[config.mk]
export PLATFORM = sky130hd
export DESIGN_NAME = div_unit_32bit
export DESIGN_NICKNAME = d
export VERILOG_FILES = /design/src/rtl/rv32m_pkg.sv /design/src/rtl/div_step_32bit.sv /design/src/rtl/div_unit_32bit.sv
export SDC_FILE = /design/constraint.sdc
export NUM_CORES = 1
export LEC_CHECK = 0
export CAP_MARGIN = 40
export CORE_MARGIN = 1
export CORE_UTILIZATION = 40
export DETAILED_ROUTE_END_ITERATION = 8
export GPL_TIMING_DRIVEN = 0
export HOLD_SLACK_MARGIN = 0.05
export PLACE_DENSITY = 0.57
export SKIP_LAST_GASP = 1
export SYNTH_ARGS = -nofsm -noshare
export SYNTH_HDL_FRONTEND = slang
export SYNTH_SLANG_ARGS = --single-unit
[constraint.sdc]
create_clock -name CLK -period 12.9 [get_ports CLK]
set_clock_uncertainty 0.1 [all_clocks]
set_input_delay 1.29 -clock CLK [delete_from_list [all_inputs] [get_ports CLK]]
set_output_delay 1.29 -clock CLK [all_outputs]
set_load 0.05 [all_outputs]
[src/rtl/rv32m_pkg.sv]
// rtl/rv32m_pkg.sv - RV32M divide encodings shared by the decoder, hazard unit and divider
package rv32m_pkg;

  typedef enum logic [1:0] {
    FUNCT_DIV  = 2'b00,
    FUNCT_DIVU = 2'b01,
    FUNCT_REM  = 2'b10,
    FUNCT_REMU = 2'b11
  } funct_e;

  typedef enum logic [1:0] {
    ST_IDLE = 2'b00,
    ST_CALC = 2'b01,
    ST_FIN  = 2'b10
  } state_e;

  localparam int DIV_STEPS = 32;

  function automatic logic [31:0] neg32(input logic [31:0] x);
    return ~x + 32'd1;
  endfunction

endpackage

[src/rtl/div_step_32bit.sv]
// rtl/div_step_32bit.sv - one radix-2 restoring division step (combinational)
module div_step_32bit (
  input  logic [32:0] rem_i,
  input  logic [31:0] quot_i,
  input  logic [31:0] dvs_i,
  output logic [32:0] rem_o,
  output logic [31:0] quot_o,
  output logic        q_bit_o
);

  logic [33:0] shifted;
  logic [33:0] diff;

  always_comb begin
    shifted = {rem_i, quot_i[31]};
    diff    = shifted - {2'b00, dvs_i};
    // A clear sign bit means the divisor fit, so the difference is kept.
    q_bit_o = ~diff[33];
    rem_o   = q_bit_o ? diff[32:0] : shifted[32:0];
    quot_o  = {quot_i[30:0], 1'b0};
  end

endmodule

[src/rtl/div_unit_32bit.sv]
// rtl/div_unit_32bit.sv - iterative RV32M DIV/DIVU/REM/REMU unit, 32 restoring steps
module div_unit_32bit
  import rv32m_pkg::*;
#(
  parameter int WIDTH = 32
) (
  input  logic             CLK,
  input  logic             RESETN,
  input  logic             START,
  input  logic [1:0]       FUNCT,
  input  logic [WIDTH-1:0] DATA1,
  input  logic [WIDTH-1:0] DATA2,
  input  logic             FLUSH,
  output logic             BUSY,
  output logic             DONE,
  output logic [WIDTH-1:0] RESULT
);

  state_e      state_q, state_d;
  funct_e      funct_q, funct_d;
  logic [31:0] quot_q, quot_d;
  logic [31:0] dvs_q, dvs_d;
  logic [32:0] rem_q, rem_d;
  logic [4:0]  cnt_q, cnt_d;
  logic        qsign_q, qsign_d;
  logic        rsign_q, rsign_d;
  logic [31:0] result_q, result_d;

  logic [32:0] step_rem;
  logic [31:0] step_quot;
  logic        step_qbit;
  logic [31:0] quot_next;
  logic        in_signed;
  logic        in_is_rem;
  logic        in_ovf;

  div_step_32bit u_step (
    .rem_i   (rem_q),
    .quot_i  (quot_q),
    .dvs_i   (dvs_q),
    .rem_o   (step_rem),
    .quot_o  (step_quot),
    .q_bit_o (step_qbit)
  );

  always_comb begin
    state_d   = state_q;
    funct_d   = funct_q;
    quot_d    = quot_q;
    dvs_d     = dvs_q;
    rem_d     = rem_q;
    cnt_d     = cnt_q;
    qsign_d   = qsign_q;
    rsign_d   = rsign_q;
    result_d  = result_q;
    in_signed = (funct_e'(FUNCT) == FUNCT_DIV) || (funct_e'(FUNCT) == FUNCT_REM);
    in_is_rem = FUNCT[1];
    in_ovf    = in_signed && (DATA1 == 32'h8000_0000) && (DATA2 == 32'hFFFF_FFFF);
    quot_next = step_quot | {31'd0, step_qbit};

    case (state_q)
      ST_IDLE: begin
        if (START && !FLUSH) begin
          if (DATA2 == 32'd0) begin
            state_d  = ST_FIN;
            result_d = in_is_rem ? DATA1 : 32'hFFFF_FFFF;
          end else if (in_ovf) begin
            state_d  = ST_FIN;
            result_d = in_is_rem ? 32'd0 : 32'h8000_0000;
          end else begin
            state_d = ST_CALC;
            funct_d = funct_e'(FUNCT);
            quot_d  = (in_signed && DATA1[31]) ? neg32(DATA1) : DATA1;
            dvs_d   = (in_signed && DATA2[31]) ? neg32(DATA2) : DATA2;
            qsign_d = in_signed && (DATA1[31] ^ DATA2[31]);
            rsign_d = in_signed && DATA1[31];
            rem_d   = 33'd0;
            cnt_d   = 5'd0;
          end
        end
      end
      ST_CALC: begin
        if (FLUSH) begin
          state_d = ST_IDLE;
        end else begin
          rem_d  = step_rem;
          quot_d = quot_next;
          cnt_d  = cnt_q + 5'd1;
          if (cnt_q == 5'(DIV_STEPS - 1)) begin
            state_d = ST_FIN;
            // Sign fix-up happens on the same edge the last quotient bit lands.
            if (funct_q[1]) begin
              result_d = rsign_q ? neg32(step_rem[31:0]) : step_rem[31:0];
            end else begin
              result_d = qsign_q ? neg32(quot_next) : quot_next;
            end
          end
        end
      end
      ST_FIN:  state_d = ST_IDLE;
      default: state_d = ST_IDLE;
    endcase
  end

  always_ff @(posedge CLK or negedge RESETN) begin
    if (!RESETN) begin
      state_q  <= ST_IDLE;
      funct_q  <= FUNCT_DIV;
      quot_q   <= 32'd0;
      dvs_q    <= 32'd0;
      rem_q    <= 33'd0;
      cnt_q    <= 5'd0;
      qsign_q  <= 1'b0;
      rsign_q  <= 1'b0;
      result_q <= 32'd0;
    end else begin
      state_q  <= state_d;
      funct_q  <= funct_d;
      quot_q   <= quot_d;
      dvs_q    <= dvs_d;
      rem_q    <= rem_d;
      cnt_q    <= cnt_d;
      qsign_q  <= qsign_d;
      rsign_q  <= rsign_d;
      result_q <= result_d;
    end
  end

  assign BUSY   = (state_q != ST_IDLE);
  assign DONE   = (state_q == ST_FIN);
  assign RESULT = result_q;

endmodule

==> flow_metrics.tcl, run 1 <==
set metrics [dict create \
    outcome "complete, no violations" \
    die_ar_um2 29900 \
    cp-start-kind "register" \
    antenna_violations_before_repair 0 \
    io_buffer_count 102 \
    ctsResizeCount 0 \
    hold_path.class "register to register" \
    worst-setup-path-type "register to register" \
    dp.final_hpwl_mm 34.5 \
    critical-path-top-delay-family "buffers and inverters" \
    post_synth_num_cell_types 95 \
    design.core.area_um2 28700 \
    worst-path-buf-inv 6 \
    post_cts.repair.setup_buffers 0 \
    post_synth_main_area_contributors "dfrtp_1 30%, o21ai_0 7.7%, xnor2_1 5.8%" \
    vias_in_the_first_global_route 11600 \
    synth_ff_type "dfrtp_1" \
    floorplan.initialDensity 0.407 \
    grt_pass1_wl_mm 68.4 \
    drcViolationCount 0 \
    chipHeight_um 173 \
    cp_slowest_cell "buf_1" \
    clock_tree.htree_level_count 4 \
    synthDominantAreaCellType "dfrtp_1" \
    antenna_left 0 \
    path_common_cell "clkbuf_1" \
    syn_area_um2 11700 \
    hold_ws_ns 0.384 \
    cts_root_buffer "clkbuf_16" \
    total_routed_wirelength_mm 43.9 \
    timing.slew.headroom 0.322 \
    synth_seq_cells 139 \
    power_density_cells_nw_per_um2 300 \
    cts_num_sinks 139 \
    synth_to_layout_area_growth_pct 18.1 \
    critPathMaxFanout 10 \
    post_route_cells_drive_above_1_share 0.0583 \
    drt_iter0_markers 1180 \
    gp_congestion 0.958 \
    ir_drop_mv 0.171 \
    num-nets-final 1709 \
    globalRouteTotalUtil 0.297 \
    syn-instance-count 1474 \
    routed_via_density 6.01 \
    largest_net_degree_at_the_start_of_global_routing 80 \
    cts_buffers 17 \
    die_w_um 173 \
    critical_path_required_ns 13.16 \
    drtPass1Iterations 5 \
    clk_pin_slew_ns 0.07 \
    finalSetupViolations 0 \
    crit_path_max_incr_delay_ns 0.61 \
    io_pins 104 \
    finalMaxSlewViolations 0 \
    final_common_cell "o21ai_0" \
    synthesis.nets 1584 \
    rsz0062_at_grt "no" \
    clock_tree_from_tritoncts "done" \
    timing.fmax_mhz 132 \
    totalNegativeSetupSlack_ns 0 \
    p_leak_nw 5.58 \
    fillCellCount 2915 \
    worstSkewPairLatency_ns 0.44 \
    mostFrequentLayoutCells "180 x o21ai_0, 162 x nand2_1, 139 x dfrtp_1" \
    count_of_hold_buffers_inserted_by_post_cts_repair 0 \
    share_of_synthesized_area_occupied_by_flip_flops_and_latches 0.298 \
    timing.final.hold_violations 0 \
    drv.max_cap_violation_count 0 \
    via_count 12000 \
    synth.top_cell.area_share 0.298 \
    finalCritPeriodShare 0.586 \
    worst_slew_pin_slew_ns 1.00 \
    cp.arrival_ns 7.82 \
    drt-wirelength-per-cell_um 22.0 \
    final.min_clock_period_ns 7.56 \
    post_synth.cell_area_avg_um2 7.93 \
    crit_chain "ha_1 -> buf_4 -> nand4_2 -> a211oi_4 -> nor3b_4 -> a2111oi_4 -> o21a_2 -> nor2_8 -> inv_4 -> clkbuf_1 -> clkbuf_1 -> buf_1 -> ha_1 -> nand2b_1 -> or3_1 -> clkbuf_1 -> or3_1 -> o41ai_2 -> xnor2_1 -> o221ai_1 -> o211ai_1 -> o21ai_0 -> a31oi_1" \
    postSynth.asyncResetShare 1.00 \
    rows 62 \
    clockBufferDepth 2 \
    worstSetupEndpointType "register" \
    n_antenna_cell 0 \
    synth-warning-count 0 \
    count_of_flip_flops_with_a_built_in_enable_after_synthesis 0 \
    global_route.overflow_total 0 \
]
synthesized netlist by cell type, types with 13 or more instances:
| library cell | number |
|---|---|
| ha_1 | 39 |
| nand2_1 | 162 |
| nand2b_1 | 18 |
| mux2i_1 | 28 |
| and3_1 | 13 |
| xnor2_1 | 77 |
| nor2_1 | 104 |
| clkbuf_1 | 65 |
| nand3_1 | 13 |
| nand4_1 | 19 |
| o31ai_1 | 32 |
| xor2_1 | 64 |
| a221o_1 | 19 |
| a31oi_1 | 15 |
| o21ai_0 | 180 |
| dfrtp_1 | 139 |
| or3_1 | 18 |
| a21oi_1 | 108 |
| nor3_1 | 52 |
| or4_1 | 16 |
| inv_1 | 61 |
worst paths after layout:
check / slack (ns) / from / cells after the start / end
setup / recovery: 5.34 / rem_q[6] / 23 / RESULT[28]
hold / removal: 0.38 / RESULT[0] / 2 / RESULT[0]
setup reg to reg: 5.34 / rem_q[6] / 23 / RESULT[28]
hold reg to reg: 0.38 / RESULT[0] / 2 / RESULT[0]
max in group asynchronous: 11.13 / RESETN / 2 / rem_q[4]
min in group asynchronous: 0.73 / RESETN / 1 / RESULT[7]
worst register-to-register path: stages, from the launching register on:
cell	delay (ns)
dfrtp_1	0.50
ha_1	0.33
buf_4	0.15
nand4_2	0.16
a211oi_4	0.39
nor3b_4	0.14
a2111oi_4	0.48
o21a_2	0.33
nor2_8	0.09
inv_4	0.17
clkbuf_1	0.61
clkbuf_1	0.59
buf_1	0.62
ha_1	0.29
nand2b_1	0.10
or3_1	0.32
clkbuf_1	0.24
or3_1	0.54
o41ai_2	0.35
xnor2_1	0.25
o221ai_1	0.19
o211ai_1	0.25
o21ai_0	0.15
a31oi_1	0.15
registers in the layout, indices dropped and copies added (netlist names):
name and cells:
cnt_q 5, RESULT 32, state_q 2, quot_q 32, funct_q 1, rem_q 33
qsign_q 1, dvs_q 32, rsign_q 1
per-stage QoR:
stage	utilization	total power, W	std cells	cell area [um^2]	setup WS [ns]
finish	0.481	0.00414	1996	13800	5.34
global route	0.481	0.00445	1996	13800	5.03
CTS	0.481	0.00410	1996	13800	5.53
detailed placement	0.461	0.00360	1964	13200	5.55
global placement	0.460	0.00356	1960	13200	4.30
floorplan	-	0.00279	1474	11700	7.51
logic make-up after synthesis:
logic type / count (synthesis) / synth area share
AND/OR/NAND/NOR: 471 / 0.198
flip-flops: 139 / 0.298
adder cells (fa/ha/maj): 40 / 0.0435
XOR/XNOR: 141 / 0.106
buffers and inverters: 155 / 0.0531
multiplexers: 33 / 0.0291
AO/OA/AOI/OAI: 495 / 0.273
per-layer routing:
layer,share of wire,routed length (um),vias to the layer above,global-route usage
li1,-,-,5601,-
met1,0.46,20300,5833,0.435
met2,0.42,18600,502,0.432
met3,0.086,3760,67,0.0638
met4,0.027,1180,0,0.0940
met5,0,0,-,0
final cells by class:
type | count | area (um^2) | area share
clock inverters | 13 | 120 | 0.00870
flip-flops and latches | 139 | 3480 | 0.252
well taps | 384 | 480 | 0.0348
repair buffers | 106 | 1070 | 0.0778
plain buffers | 92 | 382 | 0.0276
inverters | 63 | 239 | 0.0173
multi-input cells | 1180 | 7590 | 0.550
clock buffers | 19 | 443 | 0.0321
report_power, final:
| part | switching, W | leakage, nW | internal [W] |
|---|---|---|---|
| logic | 0.00184 | 3.51 | 0.00112 |
| clock network | 0.000217 | 0.269 | 0.000271 |
| registers | 0.000138 | 1.80 | 0.000558 |
| total | 0.00220 | 5.58 | 0.00194 |
Power figures use the tool's default switching activity.
==> inputs of run 2 (changes only) <==
clock period = 7.58 ns   (was 12.9 ns; I/O delays follow)
==> run 2 against run 1 <==
First-iteration DRC count is 16% higher. Utilization hardly changed. Clock-buffer cell count stayed put. Clock power is 70% higher. Combinational power is 70% higher. Hold slack worse by 0.19 ns. Global-route usage stayed put. Sequential share of layout area hardly changed. Flip-flop and latch count stayed put. Highest routed layer unchanged. Critical endpoint unchanged. Largest cell class unchanged. Sequential power is 70% higher. Cell count hardly changed.
==> flow_metrics.tcl, run 2 (synthesized netlist as in run 1, its figures left out) <==
set metrics [dict create \
    outcome "complete, no violations" \
    dp.final_hpwl_mm 34.5 \
    worst-setup-path-type "register to register" \
    dp_cells 1964 \
    antenna_left 0 \
    worst-r2r-cell-count 22 \
    clockBufferDepth 2 \
    crit_chain "ha_1 -> buf_2 -> a21oi_2 -> o21ai_1 -> a221oi_2 -> o21ai_1 -> nor3_2 -> nor2_8 -> inv_4 -> clkbuf_1 -> clkbuf_2 -> ha_1 -> nand2b_1 -> or3_1 -> clkbuf_1 -> or3_1 -> o41ai_2 -> xnor2_1 -> o221ai_1 -> o211ai_1 -> o21ai_0 -> a31oi_1" \
    p_sw_w 0.00374 \
    fin_area_um2 13800 \
    cts_buffers 17 \
    mostFrequentLayoutCells "180 x o21ai_0, 162 x nand2_1, 139 x dfrtp_1" \
    final_common_cell "o21ai_0" \
    largest_net_degree_at_the_start_of_global_routing 80 \
    worstSetupEndpointType "register" \
    drtPass1Iterations 5 \
    worstSkewPairLatency_ns 0.44 \
    die_ar_um2 29900 \
    globalRouteTotalUtil 0.297 \
    grt_pass1_wl_mm 68.4 \
    timing.slew.headroom 0.314 \
    clk_pin_slew_ns 0.07 \
    via_count 12000 \
    chipHeight_um 173 \
    cts_root_buffer "clkbuf_16" \
    timing.fmax_mhz 148 \
    fillCellCount 2915 \
    power.share.combinational 0.715 \
    clock_tree.htree_level_count 4 \
    total_routed_wirelength_mm 43.8 \
    power.clock.fraction 0.117 \
    io_pins 104 \
    p_leak_nw 5.58 \
    num-nets-final 1708 \
    finalSetupViolations 0 \
    largest_register_ffs 33 \
    antenna_violations_before_repair 0 \
    finalCritPeriodShare 0.891 \
    power_density_cells_nw_per_um2 510 \
    final.min_clock_period_ns 6.75 \
    timing.final.hold_violations 0 \
    cp-start-kind "register" \
    post_cts.repair.setup_buffers 0 \
    finalMaxSlewViolations 0 \
    die_w_um 173 \
    worst_slew_pin_slew_ns 1.01 \
    cellInternalPower_w 0.00331 \
    postPlaceCellArea_um2 13200 \
    synth_to_layout_area_growth_pct 18.1 \
    io_buffer_count 102 \
    timing.final.ws_setup_ns 0.825 \
    final-instance-count-excl-fill 1995 \
    most_flops_register "rem_q" \
    routed_via_density 6.01 \
    critical_path_required_ns 7.83 \
    n_antenna_cell 0 \
    cts_num_sinks 139 \
    cp_slowest_cell "nor3_2" \
    drt-wirelength-per-cell_um 21.9 \
    rows 62 \
    ir_drop_mv 0.290 \
    vias_in_the_first_global_route 11600 \
    drcViolationCount 0 \
    drv.max_cap_violation_count 0 \
    clock_tree_from_tritoncts "done" \
    crit_path_max_incr_delay_ns 0.67 \
    hold_path.class "input pin to asynchronous set/reset pin" \
    global_route.overflow_total 0 \
    design.core.area_um2 28700 \
    switching_share 0.530 \
    rsz0062_at_grt "no" \
    gp_congestion 0.958 \
    floorplan.initialDensity 0.407 \
    cp.arrival_ns 7.01 \
    post_route_cells_drive_above_1_share 0.0590 \
    critPathMaxFanout 19 \
    dp_slack_ns 0.225 \
    share_seq_of_total_power 0.168 \
    drt_iter0_markers 1368 \
]
==> run 2: cell count changes in the layout (fill, tap and decap cells not counted), sizes merged <==
cell / change
buf: -1
==> run 2: final timing paths <==
path                                    to  startpoint  slack [ns]
worst max-delay path            RESULT[28]   rem_q[21]        0.83
worst min-delay path             RESULT[7]      RESETN        0.20
worst max register to register  RESULT[28]   rem_q[21]        0.83
worst min register to register   RESULT[0]   RESULT[0]        0.38
max in group asynchronous        dvs_q[26]      RESETN        6.35
min in group CLK                 RESULT[0]   RESULT[0]        0.38
==> run 2: worst max-delay path, delay by kind of cell (launching register included) <==
family	cells	cell delay [ns]
simple gates	5	1.69
xor+xnor	1	0.24
fa+ha+maj	2	0.55
buf+inv	5	1.65
compound gates	9	1.96
flops	1	0.45
==> run 2: power by group through the flow <==
stage | clock network [W] | logic, W | registers (W)
6_report | 0.000828 | 0.00503 | 0.00118
5_1_grt | 0.000865 | 0.00550 | 0.00121
4_1_cts | 0.000838 | 0.00495 | 0.00118
3_5_place_dp | 0 | 0.00493 | 0.00119
3_3_place_gp | 0 | 0.00487 | 0.00119
2_1_floorplan | 0 | 0.00363 | 0.00113
==> run 2: per-stage QoR <==
stage | TNS, ns | hold WS [ns] | util | power (W)
after floorplan | 0 | 0.354 | - | 0.00475
after global placement | -65.52 | 0.369 | 0.460 | 0.00606
after detailed placement | 0 | 0.373 | 0.461 | 0.00612
after CTS | 0 | 0.229 | 0.481 | 0.00697
after global routing | 0 | 0.254 | 0.481 | 0.00758
final | 0 | 0.197 | 0.481 | 0.00705
==> run 2: routing by layer <==
layer	GRT usage	wire length (um)
met2	0.432	18600
met4	0.0940	1170
met3	0.0638	3410
met1	0.435	20600
met5	0	0
==> run 2: layout make-up <==
type | instances | area (um^2) | share of cell area
clock inverter | 13 | 120 | 0.00870
timing repair buffer | 106 | 1070 | 0.0778
tap | 384 | 480 | 0.0348
multi-input combinational | 1180 | 7590 | 0.550
sequential | 139 | 3480 | 0.252
buffer | 91 | 379 | 0.0275
inverter | 63 | 239 | 0.0173
clock buffer | 19 | 443 | 0.0321
==> run 2: repair_timing <==
| action | in CTS | in global routing |
|---|---|---|
| setup endpoints to repair | 0 | 4 |
| hold buffers | 0 | 0 |
| gates resized for setup | 0 | 1 |
==> RTL change 1: new RTL, flow settings as in run 1 <==
Re-encode `state_e` (3 states) as one-hot, 3 bits wide.
--- a/src/rtl/rv32m_pkg.sv
+++ b/src/rtl/rv32m_pkg.sv
@@ -9,8 +9,8 @@
   } funct_e;
 
-  typedef enum logic [1:0] {
-    ST_IDLE = 2'b00,
-    ST_CALC = 2'b01,
-    ST_FIN  = 2'b10
+  typedef enum logic [2:0] {
+    ST_IDLE = 3'b001,
+    ST_CALC = 3'b010,
+    ST_FIN  = 3'b100
   } state_e;
 
Formal check against the unedited RTL: no difference found for any inputs over 4 cycles, from zero or initial values and one cycle with RESETN low; so few cycles prove little.
==> RTL change 1 against run 1 <==
- die area down 1.4%
- count of clock-buffer cells in the layout down 2
- largest cell class unchanged
- cell area down 0.96%
- sequential cell count up 1
- critical path depth down 7
- wire length down 4.5%
- cell count down 1.8%
- synthesized cell count down 2.0%
- worst setup slack better by 2000 ps
- non-clock buffer count down 9
- synthesized area down 1.4%
- critical endpoint is now RESULT[26]
Power is not compared: it rests on default switching activity, and its combinational part moved more than twofold at a synthesized area within 25%.
==> RTL change 1: results (changes against run 1) <==
- TNS Setup: 0 ps (unchanged)
- Worst hold path type: reg2reg
- Sequential fraction of the synthesis area: 0.3041 (+0.006512)
- Vias in the first global route: 10.92k (-5.5%)
- Drt pass-1 iters: 7 (+2)
- Max Buffers Root-to-Sink: 2 (unchanged)
- Synth top area cells: dfrtp_1 (30%), o21ai_0 (7.5%), xnor2_1 (6.2%), nand2_1 (5.3%), xor2_1 (4.3%)
- RePlAce Congestion: 0.9466 (-1.1%)
- CP delay by family, top: compound AO/OA/AOI/OAI gates
- Clock Tree Root: clkbuf_16
- Proportion of layout cells with a drive suffix above 1: 0.05120 (-0.007112)
- CP max-delay cell: o41ai_1
- Worst-margin pin slew: 984.6 ps (-18.03 ps)
- WL per Instance: 21.39 um (-2.7%)
- Initial antenna violation count: 0 (unchanged)
- Total CTS buffers: 17 (unchanged)
- CTS resizes: 0 (unchanged)
- Worst VDD drop: roughly 0.074 mV
- Top cells by count, synth: o21ai_0 (173), nand2_1 (164), dfrtp_1 (139)
- WP data arrival: 5770 ps (-2050 ps)
- Clk slew on worst S/H paths: 70 ps (about the same)
- Tot GR Track Use: 0.2927 (-0.004187)
- Crit-path max FO: 10 (unchanged)
- Worst path max stage delay: 800 ps (+190 ps)
- Prevailing post-synth register cell: dfrtp_1
- Diode count: 0 (unchanged)
- Post-DP HPWL: 32610 um (-5.6%)
- Static leakage: approximately 5.5 nW
- # port buffers: 102 (unchanged)
- Max reg flops: 33 (unchanged)
- Largest net degree at the start of global routing: 79 (-1.3%)
- Global-route wire length before repair: 64880 um (-5.1%)
- Register with the most flip-flops: rem_q
- Unique cell type count in the Yosys netlist: 77 (-19%)
- Worst-Skew Late Latency: 430 ps
- Post-CTS setup buffer count: 0 (unchanged)
- DR vias: 11.74k (-2.2%)
- Outcome: complete, no violations
- DRT iter0 DRCs: 1053 (-11%)
- H-tree depth: 4 (unchanged)
- Hold Vio Cnt, Final: 0 (unchanged)
- Synth Warn #: 0 (unchanged)
- Ys async rst share: 1.000 (unchanged)
- Syn nets: 1554 (-1.9%)
- Final nets: 1679 (-1.8%)
## RTL change 1: cell types whose count changed in the layout (fill, tap and decap cells not counted), moves of 7 or more
cell	delta
a211oi_1	+8
a21oi_1	-22
a22oi_1	+11
and3_1	-7
buf_1	-8
clkbuf_1	-7
nor2_1	-9
o21ai_0	-7
or3_1	+11
xor2_1	-8
## RTL change 1: path summary, 6_finish.rpt
path | start | end | slack (ps) | cells past startpoint
min reg2reg | RESULT[3] | RESULT[3] | 380 | 2
min in group asynchronous | RESETN | quot_q[9] | 730 | 1
max | rem_q[11] | RESULT[26] | 7330 | 16
max in group asynchronous | RESETN | dvs_q[19] | 11120 | 2
min | RESULT[3] | RESULT[3] | 380 | 2
max reg2reg | rem_q[11] | RESULT[26] | 7330 | 16
## RTL change 1: logic make-up (layout without fill, tap and decap cells)
| kind of cell | count (synthesis) | count (layout) | synth area share |
|---|---|---|---|
| and+or+nand+nor | 477 | 477 | 0.2022 |
| AOI/OAI and AO/OA | 472 | 472 | 0.2630 |
| buffers and inverters | 142 | 280 | 0.05081 |
| DFF | 140 | 140 | 0.3041 |
| xor gates and xnor gates | 137 | 137 | 0.1041 |
| adders and majority gates | 40 | 40 | 0.04408 |
| muxes | 36 | 36 | 0.03181 |
## RTL change 1: layout make-up
type                            count  area, um^2
Fill cell                        2872       14410
Multi-Input combinational cell   1162        7435
Sequential cell                   140        3505
Timing Repair Buffer              106        1074
Tap cell                          378       473.0
Clock buffer                       17       425.4
Buffer                             83       361.6
Inverter                           59       224.0
Clock inverter                     15       176.4
## RTL change 1: power breakdown
group	internal [mW]	total [mW]	leakage [nW]	switching, mW
sequential	0.519	0.597	1.83	0.0777
clock	0.293	0.524	0.284	0.232
combinational	0.273	0.730	3.43	0.457
## RTL change 1: worst min-delay path: cells and delay by family (launching register included)
family	cells	cell delay (ps)
AO/OA/AOI/OAI	1	60
AND/OR/NAND/NOR	1	40
flip-flops	1	340
## RTL change 1: per-stage QoR
stage               setup WS (ps)  std cells    util  area, um^2
CTS                          7507       1959  0.4864       13660
finish                       7329       1960  0.4868       13670
floorplan                    8703       1444       -       11520
detailed placement           7077       1927  0.4649       13060
global placement             4453       1924  0.4635       13020
global route                 7179       1960  0.4868       13670
## RTL change 1: per-layer routing
| layer | vias up | global-route usage | routed length, um |
|---|---|---|---|
| li1 | 5512 | - | - |
| met1 | 5745 | 0.4274 | 19630 |
| met2 | 448 | 0.4490 | 18650 |
| met3 | 34 | 0.05016 | 3061 |
| met4 | 0 | 0.06118 | 581 |
| met5 | - | 0 | 0 |
==> RTL change 2: new RTL, flow settings as in run 1 <==
Without the edit above. `DIV_STEPS`: 32 -> 24.
--- a/src/rtl/rv32m_pkg.sv
+++ b/src/rtl/rv32m_pkg.sv
@@ -15,5 +15,5 @@
   } state_e;
 
-  localparam int DIV_STEPS = 32;
+  localparam int DIV_STEPS = 24;
 
   function automatic logic [31:0] neg32(input logic [31:0] x);
Behaviour: no difference found for any inputs over 4 cycles, from zero or initial values and one cycle with RESETN low; that may be too few to reach the edited logic, so the function may still have changed.
==> RTL change 2 against run 1 <==
- combinational power is 33% lower
- sequential cell count unchanged
- count of clock-buffer cells in the layout stayed put
- synthesized area shrank 0.11%
- critical endpoint is now RESULT[26]
- utilization hardly changed
- wire length is 2.7% higher
- worst setup slack better by 250 ps
- sequential share of layout area barely moved
- power shrank 24%
- cell area about the same
==> RTL change 2: results (changes against run 1) <==
- Outcome: complete, no violations
- Worst path max stage delay: 720 ps (+110 ps)
- Fmax: 0.1368 GHz (+3.5%)
- DRT iter0 DRCs: 1168 (-1.0%)
- # port buffers: 103 (+0.98%)
- Global-route wire length before repair: 69300 um (+1.4%)
- Static leakage: 5.463 nW (-2.0%)
- Met2 wire length: 19480 um (+4.5%)
- Proportion of layout cells with a drive suffix above 1: 0.05617 (-0.002140)
- Final nets: 1716 (+0.41%)
- Rel. slew slack: 0.3587 (+0.03622)
- Placed Cells incl. Taps: 1972 (+0.41%)
- Initial antenna violation count: 1 (+1)
- Hold Startpoint: RESULT[6]
- Worst hold path type: reg2reg
- Vias in the first global route: 11.44k (-1.1%)
- CP max-delay cell: nor4b_1
- RePlAce Congestion: 0.9272 (-3.2%)
- Met2 usage in global routing: 0.4556 (+0.02403)
- H-tree depth: 4 (unchanged)
- Metal3 WL: 3752 um (-0.11%)
- WP data arrival: 7520 ps (-300 ps)
- M1 WL: 20560 um (+1.2%)
- Sequential fraction of the synthesis area: 0.2979 (+0.0003189)
- Non-clock buffering overhead: 0.1006 (-0.004803)
- Post-Syn Instances: 1483 (+0.61%)
- Diode count: 0 (unchanged)
- Worst Setup EP: RESULT[26]
- Register with the most flip-flops: rem_q
- Tot GR Track Use: 0.3022 (+0.005308)
- Uppermost layer routed: met5
- Syn nets: 1592 (+0.51%)
- Bufs w/o clock: 186 (-6.1%)
- DR vias: 12.11k (+0.86%)
- Area of the multi-input gates: 7645 um^2 (+0.73%)
- Synth top area cells: dfrtp_1 (30%), o21ai_0 (7.7%), xor2_1 (5.7%), nand2_1 (5.6%), a21oi_1 (4.3%)
- Worst hold margin: 364.6 ps (-19.52 ps)
- Worst VDD drop: 0.1033 mV (-39%)
- FILL cells: 2888 (-0.93%)
- Met1 usage: 0.4227 (-0.01218)
- Clock-cell share: 0.04155 (+0.0007627)
- # Taps: 384 (unchanged)
- Largest net degree at the start of global routing: 89 (+11%)
- Placed inst area: 13220 um^2 (-0.17%)
- Fin cells: 2004 (+0.40%)
- Crit path launch: rem_q[5]
- R2R cell count: 20 (-13%)
- Unique cell type count in the Yosys netlist: 90 (-5.3%)
- Inverters excl. clock: 61 (-3.2%)
- Top cells by count, synth: o21ai_0 (180), nand2_1 (175), dfrtp_1 (139)
- Drt pass-1 iters: 7 (+2)
- Reg2Reg Setup Slack: 5590 ps (+250 ps)
- WL per Instance: 22.48 um (+2.2%)
- Multi-In Gates: 1202 (+1.9%)
- Post-DP HPWL: 35350 um (+2.3%)
- Routing usage on met3: 0.07234 (+0.008575)
- CP delay by family, top: compound AO/OA/AOI/OAI gates
-- RTL change 2: worst reg2reg max path: stages, from the launching register on --
cell	delay (ps)
dfrtp_1	490
ha_1	490
a21o_1	260
a21oi_1	110
or3_1	360
a31oi_2	380
o211ai_1	230
a21oi_2	580
nor2_2	250
inv_2	250
clkbuf_1	540
nor2_1	90
a21oi_1	390
ha_1	340
nand4_1	170
nor4b_1	720
a31oi_1	400
o31ai_1	380
xor2_1	140
a211oi_1	410
o21ai_0	140
-- RTL change 2: cells by family (layout without fill, tap and decap cells) --
group	count (synthesis)	after routing	share of synthesized area
AND/OR/NAND/NOR	501	501	0.2124
AO/OA/AOI/OAI	496	496	0.2709
buffers and inverters	142	279	0.04736
flip-flops	139	139	0.2979
XOR/XNOR	132	132	0.09901
adder cells (fa/ha/maj)	39	39	0.04244
multiplexers	34	34	0.03000
-- RTL change 2: how the worst min path moves through the flow --
stage                       to  cells past startpoint
finish               RESULT[6]                      2
global route        RESULT[14]                      2
CTS                  RESULT[6]                      2
detailed placement   RESULT[6]                      2
global placement     RESULT[8]                      2
floorplan            dvs_q[26]                      2
-- RTL change 2: per-stage QoR --
stage / power [mW] / setup WS, ps / utilization
3_5_place_dp: 2.613 / 5992 / 0.4606
3_3_place_gp: 2.603 / 4490 / 0.4595
6_report: 3.155 / 5588 / 0.4806
4_1_cts: 3.119 / 5904 / 0.4806
2_1_floorplan: 1.997 / 7905 / -
5_1_grt: 3.352 / 5325 / 0.4806
-- RTL change 2: report_power, final --
| part | switching [mW] | total, mW | internal (mW) |
|---|---|---|---|
| logic | 1.29 | 1.99 | 0.697 |
| clock network | 0.223 | 0.497 | 0.275 |
| registers | 0.129 | 0.669 | 0.540 |
